===== src/rtl/cache_l2_nway_control.sv =====
// Control FSM for an N-way L2 cache: demand hit/miss handling with write-back
// of dirty victims, write-allocate fills, next-line prefetch and saturating
// hit/miss/prefetch statistics.
//
//   state      | meaning
//   CHECK      | tag lookup; serve demand hits, launch misses or a pending prefetch
//   WRITE_BACK | dirty victim being written to memory
//   FETCH      | line being read from memory into the PMDR
//   FILL       | PMDR written into the victim way (one cycle)
module cache_l2_nway_control #(
  parameter int WAYS        = 4,
  parameter int PREFETCH_EN = 1,
  parameter int CNT_W       = 16,
  localparam int WW         = $clog2(WAYS)
) (
  input  logic             clk,
  input  logic             rst_n,
  input  logic             mem_read,
  input  logic             mem_write,
  output logic             mem_resp,
  input  logic             hit,
  input  logic [WW-1:0]    hit_way,
  input  logic [WW-1:0]    victim_way,
  input  logic             victim_dirty,
  input  logic             pmem_resp,
  output logic             pmem_read,
  output logic             pmem_write,
  output logic [WW-1:0]    way_sel,
  output logic             array_load,
  output logic             lru_load,
  output logic             dirty_load,
  output logic             dirty_val,
  output logic             pmdr_load,
  output logic             datawritemux_sel,
  output logic             pmemaddrmux_sel,
  output logic             addrmux_sel,
  output logic             prefetch,
  output logic [CNT_W-1:0] hit_cnt,
  output logic [CNT_W-1:0] miss_cnt,
  output logic [CNT_W-1:0] pf_cnt
);

  typedef enum logic [1:0] {CHECK, WRITE_BACK, FETCH, FILL} state_e;

  localparam logic PF_ON = (PREFETCH_EN != 0);

  state_e           state_q, state_d;
  logic             pf_pending_q, pf_pending_d;
  logic [WW-1:0]    victim_q, victim_d;
  // Set while the in-flight miss belongs to a prefetch; also the held addrmux_sel.
  logic             op_pf_q, op_pf_d;
  logic [CNT_W-1:0] hit_cnt_q, hit_cnt_d;
  logic [CNT_W-1:0] miss_cnt_q, miss_cnt_d;
  logic [CNT_W-1:0] pf_cnt_q, pf_cnt_d;

  logic demand;
  logic pf_req;

  function automatic logic [CNT_W-1:0] sat_inc(input logic [CNT_W-1:0] v);
    return (&v) ? v : v + 1'b1;
  endfunction

  assign demand = mem_read | mem_write;
  // A demand request always wins over a pending prefetch.
  assign pf_req = PF_ON & pf_pending_q & ~demand;

  // State and bookkeeping registers, cleared asynchronously.
  always_ff @(posedge clk or negedge rst_n) begin
    if (!rst_n) begin
      state_q      <= CHECK;
      pf_pending_q <= 1'b0;
      victim_q     <= '0;
      op_pf_q      <= 1'b0;
      hit_cnt_q    <= '0;
      miss_cnt_q   <= '0;
      pf_cnt_q     <= '0;
    end else begin
      state_q      <= state_d;
      pf_pending_q <= pf_pending_d;
      victim_q     <= victim_d;
      op_pf_q      <= op_pf_d;
      hit_cnt_q    <= hit_cnt_d;
      miss_cnt_q   <= miss_cnt_d;
      pf_cnt_q     <= pf_cnt_d;
    end
  end

  // Next-state, victim/operation latching, prefetch flag and statistics.
  always_comb begin
    state_d      = state_q;
    pf_pending_d = pf_pending_q;
    victim_d     = victim_q;
    op_pf_d      = op_pf_q;
    hit_cnt_d    = hit_cnt_q;
    miss_cnt_d   = miss_cnt_q;
    pf_cnt_d     = pf_cnt_q;
    case (state_q)
      CHECK: begin
        if (demand) begin
          if (hit) begin
            hit_cnt_d = sat_inc(hit_cnt_q);
          end else begin
            victim_d   = victim_way;
            op_pf_d    = 1'b0;
            miss_cnt_d = sat_inc(miss_cnt_q);
            state_d    = victim_dirty ? WRITE_BACK : FETCH;
          end
        end else if (pf_req) begin
          if (hit) begin
            pf_pending_d = 1'b0;
          end else begin
            victim_d = victim_way;
            op_pf_d  = 1'b1;
            pf_cnt_d = sat_inc(pf_cnt_q);
            state_d  = victim_dirty ? WRITE_BACK : FETCH;
          end
        end
      end
      WRITE_BACK: if (pmem_resp) state_d = FETCH;
      FETCH:      if (pmem_resp) state_d = FILL;
      FILL: begin
        // A demand fill arms the next-line prefetch; a prefetch fill retires it.
        pf_pending_d = op_pf_q ? 1'b0 : PF_ON;
        state_d      = CHECK;
      end
      default: state_d = CHECK;
    endcase
  end

  // Output decode; everything is held low while reset is asserted.
  always_comb begin
    mem_resp         = 1'b0;
    pmem_read        = 1'b0;
    pmem_write       = 1'b0;
    way_sel          = '0;
    array_load       = 1'b0;
    lru_load         = 1'b0;
    dirty_load       = 1'b0;
    dirty_val        = 1'b0;
    pmdr_load        = 1'b0;
    datawritemux_sel = 1'b0;
    pmemaddrmux_sel  = 1'b0;
    addrmux_sel      = op_pf_q;
    prefetch         = op_pf_q;
    case (state_q)
      CHECK: begin
        addrmux_sel = pf_req;
        prefetch    = pf_req;
        if (demand && hit) begin
          mem_resp = 1'b1;
          lru_load = 1'b1;
          way_sel  = hit_way;
          if (mem_write) begin
            array_load       = 1'b1;
            dirty_load       = 1'b1;
            dirty_val        = 1'b1;
            datawritemux_sel = 1'b1;
          end
        end
      end
      WRITE_BACK: begin
        way_sel         = victim_q;
        pmem_write      = 1'b1;
        pmemaddrmux_sel = 1'b1;
      end
      FETCH: begin
        way_sel   = victim_q;
        pmem_read = 1'b1;
        pmdr_load = 1'b1;
      end
      FILL: begin
        way_sel    = victim_q;
        array_load = 1'b1;
        dirty_load = 1'b1;
        lru_load   = ~op_pf_q;
      end
      default: ;
    endcase
    if (!rst_n) begin
      mem_resp         = 1'b0;
      pmem_read        = 1'b0;
      pmem_write       = 1'b0;
      way_sel          = '0;
      array_load       = 1'b0;
      lru_load         = 1'b0;
      dirty_load       = 1'b0;
      dirty_val        = 1'b0;
      pmdr_load        = 1'b0;
      datawritemux_sel = 1'b0;
      pmemaddrmux_sel  = 1'b0;
      addrmux_sel      = 1'b0;
      prefetch         = 1'b0;
    end
  end

  assign hit_cnt  = hit_cnt_q;
  assign miss_cnt = miss_cnt_q;
  assign pf_cnt   = pf_cnt_q;

endmodule

===== config.mk =====
export PLATFORM = sky130hd
export DESIGN_NAME = cache_l2_nway_control
export DESIGN_NICKNAME = d
export VERILOG_FILES = /design/src/rtl/cache_l2_nway_control.sv
export SDC_FILE = /design/constraint.sdc
export NUM_CORES = 1
export LEC_CHECK = 0
export BUFFER_PORTS_ARGS = -buffer_cell sky130_fd_sc_hd__buf_2
export CELL_PAD_IN_SITES_DETAIL_PLACEMENT = 1
export CELL_PAD_IN_SITES_GLOBAL_PLACEMENT = 2
export CORE_UTILIZATION = 29
export DETAILED_ROUTE_END_ITERATION = 10
export GPL_TIMING_DRIVEN = 0
export HOLD_SLACK_MARGIN = 0.12
export PLACE_DENSITY_LB_ADDON = 0.15
export SETUP_SLACK_MARGIN = 0.15
export SLEW_MARGIN = 20
export SYNTH_ARGS = -nofsm -noshare
export SYNTH_HDL_FRONTEND = slang
export SYNTH_SLANG_ARGS = --single-unit

===== constraint.sdc =====
create_clock -name clk -period 2 [get_ports clk]
set_input_delay 0.2 -clock clk [delete_from_list [all_inputs] [get_ports clk]]
set_output_delay 0.2 -clock clk [all_outputs]
set_load 0.02 [all_outputs]

# Yosys cells after proc, flatten, opt, wreduce, memory -nomap -nowiden
# Cells that the tools add are included.
[classes]
addsub = 3
n_eq_ne = 11
n_mux = 39
n_bitwise = 8
n_reduce_logical = 15
[op_table]
columns = ["cell", "n"]
rows = [
  ["$add 16x1->16 const B", 3],
  ["$reduce_and 16->1", 3],
  ["$mux 1", 23],
  ["$mux 2", 11],
  ["$reduce_and 4->1", 4],
  ["$ne 2x2->1 const B", 7],
  ["$pmux 2 s4", 1],
  ["$not 1->1", 6],
  ["$pmux 1 s2", 3],
  ["$reduce_and 5->1", 1],
  ["$eq 2x2->1 const B", 2],
  ["$pmux 2 s2", 1],
  ["$reduce_bool 2->1", 2],
  ["$ne 3x3->1 const B", 1],
  ["$reduce_and 3->1", 1],
  ["$reduce_or 3->1", 1],
  ["$eq 2x1->1 const B", 1],
  ["$logic_not 2->1", 1],
  ["$reduce_and 2->1", 1],
  ["$and 1x1->1", 1],
  ["$logic_and 1x1->1", 1],
  ["$or 1x1->1", 1],
]
[word_totals]
regBits = 54
inputBits = 11
out_inout_bits = 62
word_cells = 83

# Longest topological paths before layout
[logic_depth]
ltp_word = 6
depth_mapped = 9
ltp_nobuf = 7

# Worst setup path after synthesis
# No wires, ideal clock.
[synth_timing]
path_kind = "register -> register"
startpoint = "reg state_q[0]"
endpoint = "reg pf_cnt_q[11], in the netlist pf_cnt[11]"
setup_ns = 0.080
arrival_ns = 1.914
required_ns = 1.920
path_slack_ns = 0.006
path_stages_with_launch = 9
n_path_buf = 1
synth_period_minus_slack_ns = 1.994
cell_sequence = "dfrtp_1 inv_1 ha_1 buf_4 and2b_1 nand3_1 or4_4 nor2_2 xor2_1"
[synth_between]
elab_chain_len = 2
[synth_lines]
columns = ["item", "line", "source"]
rows = [
  ["start, declared", "47", "state_e state_q, state_d;"],
  ["start signal, assigned", "78", "state_q <= state_d;"],
  ["$logic_not 2->1", "97", "case (state_q)"],
  ["$reduce_and 5->1 (no source line)", "--", ""],
  ["end signal, assigned", "84", "pf_cnt_q <= pf_cnt_d;"],
  ["end, declared", "54", "logic [CNT_W-1:0] pf_cnt_q, pf_cnt_d;"],
]
# No other way between the ends.
# A chain may end at the register's enable or synchronous reset.

# Worst setup path in the final report
[layout_timing]
startpoint = "reg state_q[0]"
endpoint = "reg pf_cnt_q[1], in the netlist pf_cnt[1]"
# Same word-level chain as after synthesis.

==> results.yml <==
finish:
  drive_gt1_frac: 0.436
  multi_input_area_um2: 1520
  fin_util: 0.405
  final_cells: 489
  n_fill_cell: 1081
  seqCellArea_um2: 1370
  syn_to_final_growth_pct: 35.6
  fin_nets: 378
  diodes: 0
route:
  antenna_left: 0
  viasPerCell: 4.67
  drt_wl_total_um: 6780
  drt_iter0_drc: 41
  first_pass_iters: 2
  wl_per_cell_um: 13.9
  vias: 2283
  route.detailed.drc: 0
setup_path:
  cp_data_required_time_ns: 2.20
  critPathMaxFanout: 8
  critPathKind: "register to register"
  end_kind: "register"
  critPathLaunchType: "register"
  crit_arrival_ns: 2.09
  r2r_start: "state_q[0]"
  startpoint: "state_q[0]"
sta:
  worst_pin_slew_ns: 0.529
  slew_headroom: 0.647
  fmax_mhz: 527
  rsz0062_at_grt: "true"
  report.final.slew_viol_count: 0
  final-setup-viol-count: 0
  finalHoldViolCount: 54
  fin_hold_ws_ns: -0.140
  setup_ws_ns: 0.104
  fin_crit_ns: 1.90
  final.setup.tns_ns: 0
  fin_skew_ns: 0.0117
  finalCritPeriodShare: 0.948
placement:
  dp_worst_setup_slack_ns: -0.150
  portBuffers: 72
  hpwl_um: 4780
  place_congestion: 0.709
  dp_cells: 465
power_and_ir_drop:
  ir_drop_v: 0.000387
  powerDensity_nw_per_um2: 965
  p_leak_nw: 1.75
global_routing:
  grt_pass1_vias: 2291
  antenna_found_initial: 0
  grt_usage: 0.143
  overflow: 0
  grt_pass1_wl_um: 11300
  grt_max_degree: 59
clocking:
  cts_max_path_buffers: 2
  cts_sinks: 54
  cts_made_buffers: 5
  clk_latency_ns: 0.30
  cts_tree: "done"
  cts.clk_slew.worst_paths_ns: 0.10
  cts_root_buf: "clkbuf_8"
  h-tree-depth: 2
synth:
  seq_area_frac_synth: 0.490
  yosysWarnings: 0
  yosys.area.top_type: "dfrtp_1"
  async_reset_ff_frac: 1.00
  yosysTopAreaCellShare: 0.490
  synth_seq_cells: 54
  synth.net_count: 283
  synth_cell_type_count: 41
  synth_ff_type: "dfrtp_1"
  synth.area.top_cells: "dfrtp_1, xnor2_1, nand4_1"
  synth_cells: 264
  synth_edf_count: 0
  syn_area_um2: 2760
  syn_area_per_cell_um2: 10.4
floorplanning:
  die_x_um: 99.5
  die_area_um2: 9900
  coreArea_um2: 9240
  initial_core_util: 0.298
  ios: 73
  die_y_um: 99.5
  rows: 35
min_path:
  worstHoldPathType: "input pin to async pin"
run:
  drv_cap: 0
run_status:
  status: "finished, violations left"
  failed_checks: "negative hold slack"
==> metrics by stage <==
stage / power, mW / cell area, um^2
2_1_floorplan: 2.35 / 2790
3_3_place_gp: 2.73 / 3310
3_5_place_dp: 2.77 / 3310
4_1_cts: 3.58 / 3560
5_1_grt: 3.89 / 3740
6_report: 3.61 / 3740
==> registers in the layout, indices dropped and copies added (netlist names) <==
signal,flops
hit_cnt,16
miss_cnt,16
op_pf_q,1
victim_q,2
state_q,2
pf_cnt,16
pf_pending_q,1
==> placed cells by master, fill, tap and decap left out, drive strengths merged, types with 2 or more instances in the layout <==
cell type	netlist	routed
a21oi	12	12
a31oi	4	4
and2	5	5
and3	5	5
and4	3	3
buf	7	95
clkbuf	0	7
dfrtp	54	54
ha	8	8
inv	9	9
mux2	5	5
mux2i	2	2
nand2	20	20
nand2b	5	5
nand3	18	18
nand4	20	20
nor2	18	18
nor2b	2	2
nor3	9	9
nor4	2	2
o21ai	3	3
or4	3	3
xnor2	27	27
xor2	12	12
==> synth_stat cells (2+ instances only) <==
| master | n |
|---|---|
| nand2b_1 | 5 |
| and2_1 | 4 |
| nand2_1 | 20 |
| nor2b_1 | 2 |
| nand4_1 | 19 |
| inv_1 | 9 |
| nor4_1 | 2 |
| ha_1 | 8 |
| or4_4 | 2 |
| nand3_1 | 18 |
| a31oi_1 | 4 |
| xnor2_1 | 27 |
| nor3_1 | 9 |
| xor2_1 | 12 |
| buf_4 | 6 |
| a21oi_1 | 12 |
| dfrtp_1 | 54 |
| mux2i_1 | 2 |
| and4_1 | 2 |
| nor2_1 | 17 |
| mux2_2 | 4 |
| o21ai_0 | 3 |
| and3_1 | 5 |
==> final timing paths <==
check	endpoint	slack, ns	cells after the start
max	pf_cnt[1]	0.10	7
min	state_q[0]	-0.14	1
max reg2reg	pf_cnt[1]	0.10	7
min reg2reg	miss_cnt[10]	0.49	1
max in group asynchronous	pf_cnt[2]	1.75	1
min in group clk	victim_q[1]	0.13	2
==> worst max-delay path: stages (launching register included) <==
cell and delay [ns]:
dfrtp_1 0.40, inv_2 0.09, ha_4 0.13, buf_6 0.11, and2b_2 0.18, nand3_4 0.12
a41oi_2 0.40, mux2_2 0.38
==> where the power goes <==
group          internal [mW]  switching, mW  total [mW]
Combinational          0.685          0.826        1.51
Clock                  0.249          0.345       0.594
Sequential              1.28          0.229        1.50
==> logic make-up (layout without fill, tap and decap cells) <==
kind of cell	Yosys count	in the layout	synth area share
simple gates	115	115	0.231
flops	54	54	0.490
xor+xnor	39	39	0.124
compound gates	25	25	0.0567
buf+inv	16	112	0.0327
fa+ha+maj	8	8	0.0363
mux	7	7	0.0290
==> layer usage <==
metal	track usage	part of all wire	routed length [um]
met5	0	0	0
met4	0.0339	0.0072	49
met1	0.189	0.47	3170
met2	0.241	0.49	3320
met3	0.0274	0.035	237
==> what timing repair did <==
action	4_1_cts	5_1_grt
endpoints found under the setup margin	41	47
resized for setup	20	29
pin swaps	3	13
endpoints found under the hold margin	54	54
setup buffers	9	7
cloned	0	0
==> final cells by class <==
class                      instances  area share
tap                              129      0.0432
timing repair buffer              88       0.137
buffer                             7      0.0161
sequential                        54       0.365
clock inverter                     1     0.00201
multi-input combinational        194       0.407
inverter                           9     0.00904
clock buffer                       7      0.0204
Note: power is estimated with default switching activity, not from simulation.
